$ cat src/rtl/xnor_pkg.sv
// rtl/xnor_pkg.sv - shared constants, stage struct and saturating increment for xnor_match_pipe
package xnor_pkg;

    // Cycles from input handshake to out_valid when nothing stalls.
    localparam int LAT   = 2;

    // Upper bound on WIDTH. The stage struct carries MAX_W compare bits; bits
    // above WIDTH are padded with ones so they never affect the AND reduction.
    localparam int MAX_W = 64;

    typedef struct packed {
        logic             valid;
        logic [MAX_W-1:0] eq_vec;
    } stage_t;

    // Increment that sticks at max instead of wrapping.
    function automatic logic [31:0] sat_inc(input logic [31:0] cnt, input logic [31:0] max);
        return (cnt >= max) ? max : cnt + 32'd1;
    endfunction

endpackage

$ cat src/rtl/xnor_vec_nor_g.sv
// rtl/xnor_vec_nor_g.sv - WIDTH-bit XNOR built from nor primitives only
//
// Ports
//   i_a  in  WIDTH  first operand
//   i_b  in  WIDTH  second operand
//   o_y  out WIDTH  bitwise XNOR of i_a and i_b
module xnor_vec_nor_g #(
    parameter int WIDTH = 8
) (
    input  logic [WIDTH-1:0] i_a,
    input  logic [WIDTH-1:0] i_b,
    output logic [WIDTH-1:0] o_y
);

    for (genvar i = 0; i < WIDTH; i++) begin : g_bit
        wire w_n1;
        wire w_n2;
        wire w_n3;
        wire w_n4;
        wire w_n5;
        // n2 = ~a & b, n3 = a & ~b, n4 = ~(n2 | n3) = XNOR.
        nor u_n1 (w_n1, i_a[i], i_b[i]);
        nor u_n2 (w_n2, i_a[i], w_n1);
        nor u_n3 (w_n3, i_b[i], w_n1);
        nor u_n4 (w_n4, w_n2, w_n3);
        // Two inverting NORs form a buffer so the cell drives a full-strength output.
        nor u_n5 (w_n5, w_n4, w_n4);
        nor u_n6 (o_y[i], w_n5, w_n5);
    end

endmodule

$ cat src/rtl/xnor_match_pipe.sv
// rtl/xnor_match_pipe.sv - two-stage masked word comparator with valid/ready and saturating match counter
//
// Ports
//   clk        in   1      rising-edge clock
//   rst_n      in   1      asynchronous active-low reset
//   in_valid   in   1      input word valid
//   in_ready   out  1      input word accepted this cycle when in_valid
//   in_data    in   WIDTH  word under test
//   ref_load   in   1      load ref_data/ref_mask at this edge
//   ref_data   in   WIDTH  new reference value
//   ref_mask   in   WIDTH  new compare mask (1 = compared)
//   out_valid  out  1      result valid
//   out_ready  in   1      downstream accepts result
//   out_match  out  1      all compared bits equal
//   out_diff   out  WIDTH  per-bit mismatch under mask
//   cnt_clr    in   1      synchronous clear of match_cnt
//   match_cnt  out  CNT_W  saturating count of matching results handed off
module xnor_match_pipe
    import xnor_pkg::*;
#(
    parameter int WIDTH = 8,
    parameter int CNT_W = 8
) (
    input  logic             clk,
    input  logic             rst_n,
    input  logic             in_valid,
    output logic             in_ready,
    input  logic [WIDTH-1:0] in_data,
    input  logic             ref_load,
    input  logic [WIDTH-1:0] ref_data,
    input  logic [WIDTH-1:0] ref_mask,
    output logic             out_valid,
    input  logic             out_ready,
    output logic             out_match,
    output logic [WIDTH-1:0] out_diff,
    input  logic             cnt_clr,
    output logic [CNT_W-1:0] match_cnt
);

    localparam logic [CNT_W-1:0] CNT_MAX = '1;

    logic [WIDTH-1:0] r_ref;
    logic [WIDTH-1:0] r_mask;
    stage_t           r_s1;
    logic             r_s2_v;
    logic             r_match;
    logic [WIDTH-1:0] r_diff;
    logic [CNT_W-1:0] r_cnt;

    logic [WIDTH-1:0] w_xnor;
    logic [MAX_W-1:0] w_eq_full;
    logic             w_s2_rdy;
    logic             w_s1_rdy;
    logic             w_out_hs;

    xnor_vec_nor_g #(.WIDTH(WIDTH)) u_xnor (
        .i_a (in_data),
        .i_b (r_ref),
        .o_y (w_xnor)
    );

    // Masked-off bits count as equal; padding bits are ones so the full-width
    // reduction in S2 only sees the real WIDTH bits.
    assign w_eq_full = {{(MAX_W-WIDTH){1'b1}}, w_xnor | ~r_mask};

    assign w_s2_rdy = !r_s2_v || out_ready;
    assign w_s1_rdy = !r_s1.valid || w_s2_rdy;
    assign in_ready = w_s1_rdy;
    assign w_out_hs = r_s2_v && out_ready;

    // The current word is compared against r_ref before this edge updates it,
    // so a word accepted alongside ref_load sees the old reference.
    always_ff @(posedge clk or negedge rst_n) begin
        if (!rst_n) begin
            r_ref  <= '0;
            r_mask <= '1;
        end else if (ref_load) begin
            r_ref  <= ref_data;
            r_mask <= ref_mask;
        end
    end

    always_ff @(posedge clk or negedge rst_n) begin
        if (!rst_n) begin
            r_s1 <= '0;
        end else if (w_s1_rdy) begin
            r_s1.valid <= in_valid;
            if (in_valid) begin
                r_s1.eq_vec <= w_eq_full;
            end
        end
    end

    always_ff @(posedge clk or negedge rst_n) begin
        if (!rst_n) begin
            r_s2_v  <= 1'b0;
            r_match <= 1'b0;
            r_diff  <= '0;
        end else if (w_s2_rdy) begin
            r_s2_v <= r_s1.valid;
            if (r_s1.valid) begin
                r_match <= &r_s1.eq_vec;
                r_diff  <= ~r_s1.eq_vec[WIDTH-1:0];
            end
        end
    end

    always_ff @(posedge clk or negedge rst_n) begin
        if (!rst_n) begin
            r_cnt <= '0;
        end else if (cnt_clr) begin
            r_cnt <= '0;
        end else if (w_out_hs && r_match) begin
            r_cnt <= CNT_W'(sat_inc(32'(r_cnt), 32'(CNT_MAX)));
        end
    end

    assign out_valid = r_s2_v;
    assign out_match = r_match;
    assign out_diff  = r_diff;
    assign match_cnt = r_cnt;

endmodule
$ cat config.mk
export PLATFORM = sky130hd
export DESIGN_NAME = xnor_match_pipe
export DESIGN_NICKNAME = d
export VERILOG_FILES = /design/src/rtl/xnor_pkg.sv /design/src/rtl/xnor_vec_nor_g.sv /design/src/rtl/xnor_match_pipe.sv
export SDC_FILE = /design/constraint.sdc
export NUM_CORES = 1
export LEC_CHECK = 0
export ABC_AREA = 1
export BUFFER_PORTS_ARGS = -buffer_cell sky130_fd_sc_hd__buf_2
export CORE_ASPECT_RATIO = 1.5
export CORE_UTILIZATION = 40
export DETAILED_ROUTE_END_ITERATION = 8
export HOLD_SLACK_MARGIN = 0.03
export PLACE_DENSITY = 0.61
export SETUP_SLACK_MARGIN = 0.05
export SLEW_MARGIN = 20
export SYNTH_ARGS = -nofsm -noshare
export SYNTH_HDL_FRONTEND = slang
export SYNTH_SLANG_ARGS = --single-unit
$ cat constraint.sdc
create_clock -name clk -period 3.34 [get_ports clk]
set_input_delay 0.501 -clock clk [delete_from_list [all_inputs] [get_ports clk]]
set_output_delay 0.501 -clock clk [all_outputs]
set_load 0.02 [all_outputs]
Yosys cells after proc, flatten, opt, wreduce, memory -nomap -nowiden
Index checks and enable logic that the tools add are counted.
- bits in registers: 44
- input port bits: 30
- logic and storage cells: 90
- add/subtract/negate cells: 1
- $lt $le $gt $ge: 1
- mux-type cells: 3
- bitwise gates (word level): 67
- reductions and logical operators: 10
- operators by type and width (operator ; number):
    64-bit AND reduction ; 1
    1-bit inverter ; 32
    1-bit OR ; 32
    8-bit 2-to-1 mux ; 3
    8-bit inverter ; 2
    8-bit by 1-bit adder with 8-bit output, second input constant ; 1
    8-bit >= comparator, second input constant ; 1
    8-bit OR ; 1
    2-bit AND reduction ; 2
    1-bit logical AND ; 2
    1-bit logical NOT ; 2
    1-bit logical OR ; 2
    2-bit nonzero test ; 1

Depth between registers and ports, before layout
- depth after elaboration: 7
- depth in mapped cells: 7
- depth with buffers taken out: 7

Modules after synthesis
A second synthesis with hierarchy kept.
- cell total of the unflattened synthesis: 239
- area, all modules: 2028.2 um^2
- modules (own cells, without submodules) (module ; instances ; cells each ; area an instance (um^2)):
    xnor_match_pipe ; 1 ; 199 ; 1878.1
    xnor_vec_nor_g ; 1 ; 40 ; 150.1

Worst setup path before layout
Ideal clock, no wire load.
- kind: input port to flip-flop
- start point: input out_ready
- end point: register, netlist name r_s1[8]
- setup time: 0.124 ns
- data arrival time: 1.154 ns
- required time: 3.216 ns
- path slack: 2.062 ns
- stages: 5
- cells stage by stage: inv_1 > nand3_2 > nand2_4 > inv_2 > or2_1
- word-level cells in the longest chain between the ends: 3
- ends and longest elaborated chain (item ; line ; text):
    start, declared ; xnor_match_pipe.sv:33 ; input logic out_ready,
    1-bit logical OR ; xnor_match_pipe.sv:66 ; assign w_s2_rdy = !r_s2_v || out_ready;
    1-bit logical OR ; xnor_match_pipe.sv:67 ; assign w_s1_rdy = !r_s1.valid || w_s2_rdy;
    named net in_ready ; xnor_match_pipe.sv:27 ; output logic in_ready,
    2-bit AND reduction (no source line) ; -- ;
The timed path passes the listed nets, and every way through them passes these cells.
A chain may end at the register's enable or synchronous reset.

Final worst setup path
- start point: register r_s2_v, in the netlist out_valid
- end point: output in_ready
- word-level cells in the longest chain between the ends: 3
- ends and longest elaborated chain (item ; line ; text):
    start, declared ; xnor_match_pipe.sv:45 ; logic r_s2_v;
    start signal, assigned ; xnor_match_pipe.sv:100 ; r_s2_v <= r_s1.valid;
    1-bit logical NOT ; xnor_match_pipe.sv:66 ;
    1-bit logical OR ; xnor_match_pipe.sv:66 ;
    1-bit logical OR ; xnor_match_pipe.sv:67 ;
    end, declared ; xnor_match_pipe.sv:27 ;
No other way between the ends.

==> metrics.cfg <==
[global_route]
grt_pass1_vias = 1444
grtUsageTotal_pct = 15.8
grt_overflow = 0
grt_max_degree = 45
grt_pass1_wl_mm = 6.18
antenna_found_initial = 0

[placement]
place_congestion = 0.805
dpl.hpwl_mm = 2.65
place_inst = 326
portBuffers = 48

[cells_and_area]
finalNonFillerCells = 333
fin_nets = 300
drive_gt1_share_pct = 29.0
area_growth_pct = 19.2
antenna_cells = 0

[detailed_routing]
drtIter0Drc = 86
wl_mm = 3.52
drtPass1Iterations = 2
route.detailed.drc = 0
avgViaCountPerCell = 4.62
num_vias = 1537
wire_per_inst_um = 10.6
ant_nets = 0

[logic_synthesis]
synthFlopType = dfrtp_1
ys_warn_count = 0
ys_seq_elements = 44
yosysSeqAreaShare_pct = 56.9
synthArstFlopShare_pct = 100
synth_nets = 249
synth_cell_types = 23
synth_common_cells = nand2_1, dfrtp_1, o21ai_0
synth_top_area_share_pct = 46.1
yosys.area.top_type = dfrtp_1
synth_area_um2 = 1950
synthTopCellsByArea = dfrtp_1, nand2_1, dfstp_2
synth.avg_cell_area_um2 = 8.96
synth.most_common_cell = nand2_1
synthesis.instances = 218
synth-edff-count = 0

[die]
die-area_um2 = 5170
die_w_um = 59.1
ios = 49
rows = 30
initial_core_util_pct = 42.3
core_um2 = 4620
die_y_um = 87.6

[timing]
finalSetupViolCount = 0
fin_tns_setup_ns = 0
rsz0062_at_grt = no
min_period_ns = 1.50
finClkSkew_ns = 0.00639
hold_violations = 0
slew_violations = 0
fmax_mhz = 665
slew_headroom_pct = 63.1
worstMarginPinSlew_ns = 0.554
final.period_utilization_pct = 45.1

[worst_setup_path]
worstPathRequired_ns = 2.84
crit_path_end_kind = primary output
arrival_ns = 1.00
critPathLaunchType = flop
critPathKind = reg -> out
critPathMaxFanout = 4
reg2reg_slack_ns = 2.05

[clock_network]
numCtsBuffers = 5
cts_setup_buffers = 0
cts_root_buf = clkbuf_8
cts_resized = 0
clk_latency_ns = 0.29
cts_tree = done
clkSinkCount = 44
htree_num_levels = 2
clockBufferDepth = 2
holdBufCountCts = 0
clkTransAtPathRegs_ns = 0.08

[power]
cellLeakagePower_uw = 0.00118
ir_worst_vdd_mv = 0.254
p_per_area_nw_per_um2 = 507

[status]
status = finished clean

[hold_path]
hp-class = in -> async

[run]
max-cap-violations = 0

==> critical path, stage by stage (launching register included) <==
cell     delay [ns]
dfrtp_1        0.42
nand3_2        0.12
buf_2          0.17
==> cells in the final DEF, fill, tap and decap left out <==
cell      count
nand2_1      73
buf_2        47
dfrtp_1      36
o21ai_0      31
inv_1        21
nand3_1       9
mux2_2        8
a21oi_1       8
dfstp_2       8
nor2_1        5
clkbuf_8      5
nand4_1       3
nand2_2       2
nand3_2       1
o21a_1        1
nor2_4        1
nor2_2        1
o211ai_1      1
nand2_4       1
inv_2         1
or2_1         1
or2_2         1
ha_1          1
clkinv_2      1
clkbuf_1      1
buf_4         1
==> power breakdown <==
| part | switching [µW] | total, µW | internal, µW |
|---|---|---|---|
| combinational | 134 | 214 | 80.5 |
| clock | 169 | 312 | 142 |
| sequential | 42.5 | 653 | 610 |
| total | 346 | 1180 | 833 |
==> cell families after synthesis <==
kind of cell | count (synthesis) | synth area share (%)
AND/OR/NAND/NOR | 98 | 21.5
flip-flops | 44 | 56.9
AO/OA/AOI/OAI | 41 | 10.8
buffers and inverters | 26 | 5.57
multiplexers | 8 | 4.61
adder cells (fa/ha/maj) | 1 | 0.641
==> area by class of cell <==
class                   count  area [µm²]
clock inverters             1        5.00
clock buffers               6        72.6
flip-flops and latches     44        1110
repair buffers             48         243
inverters                  22        82.6
well taps                  64        80.1
multi-input cells         148         733
fillers                   457        2290
==> flip-flops by register name (all words and copies together), names as in the netlist <==
register / cells
r_s1: 10
match_cnt: 8
out_diff: 8
r_mask: 8
r_ref: 8
out_match: 1
out_valid: 1
==> layer usage <==
layer | vias to the layer above | wire (µm) | track usage (%)
met2 | 35 | 1800 | 27.3
met3 | 5 | 139 | 3.25
met4 | 0 | 63 | 7.79
li1 | 806 | - | -
met5 | - | 0 | 0
met1 | 691 | 1520 | 18.5
==> worst paths after layout <==
kind / endpoint / cells after the start / startpoint
setup reg to reg: match_cnt[4]$_DFFE_PN0P_ / 7 / match_cnt[0]$_DFFE_PN0P_
min in group clk: r_mask[1]$_DFFE_PN1P_ / 3 / ref_mask[1]
max in group asynchronous: r_mask[1]$_DFFE_PN1P_ / 1 / rst_n
setup / recovery: in_ready / 2 / out_valid$_DFFE_PN0P_
hold / removal: match_cnt[2]$_DFFE_PN0P_ / 1 / rst_n
hold reg to reg: r_s1[8]$_DFFE_PN0P_ / 1 / r_s1[8]$_DFFE_PN0P_
==> metrics by stage <==
stage | setup WS, ns | cell area (µm²) | power [µW] | util [%] | hold WS (ns)
3_3_place_gp | 1.88 | 2250 | 878 | 48.7 | 0.449
2_1_floorplan | 2.06 | 1950 | 794 | - | 0.205
4_1_cts | 1.82 | 2320 | 1200 | 50.4 | 0.398
5_1_grt | 1.78 | 2330 | 1250 | 50.4 | 0.245
3_5_place_dp | 1.88 | 2250 | 883 | 48.7 | 0.454
6_report | 1.84 | 2330 | 1180 | 50.4 | 0.191
No activity file was read; power rests on OpenSTA's default activity.
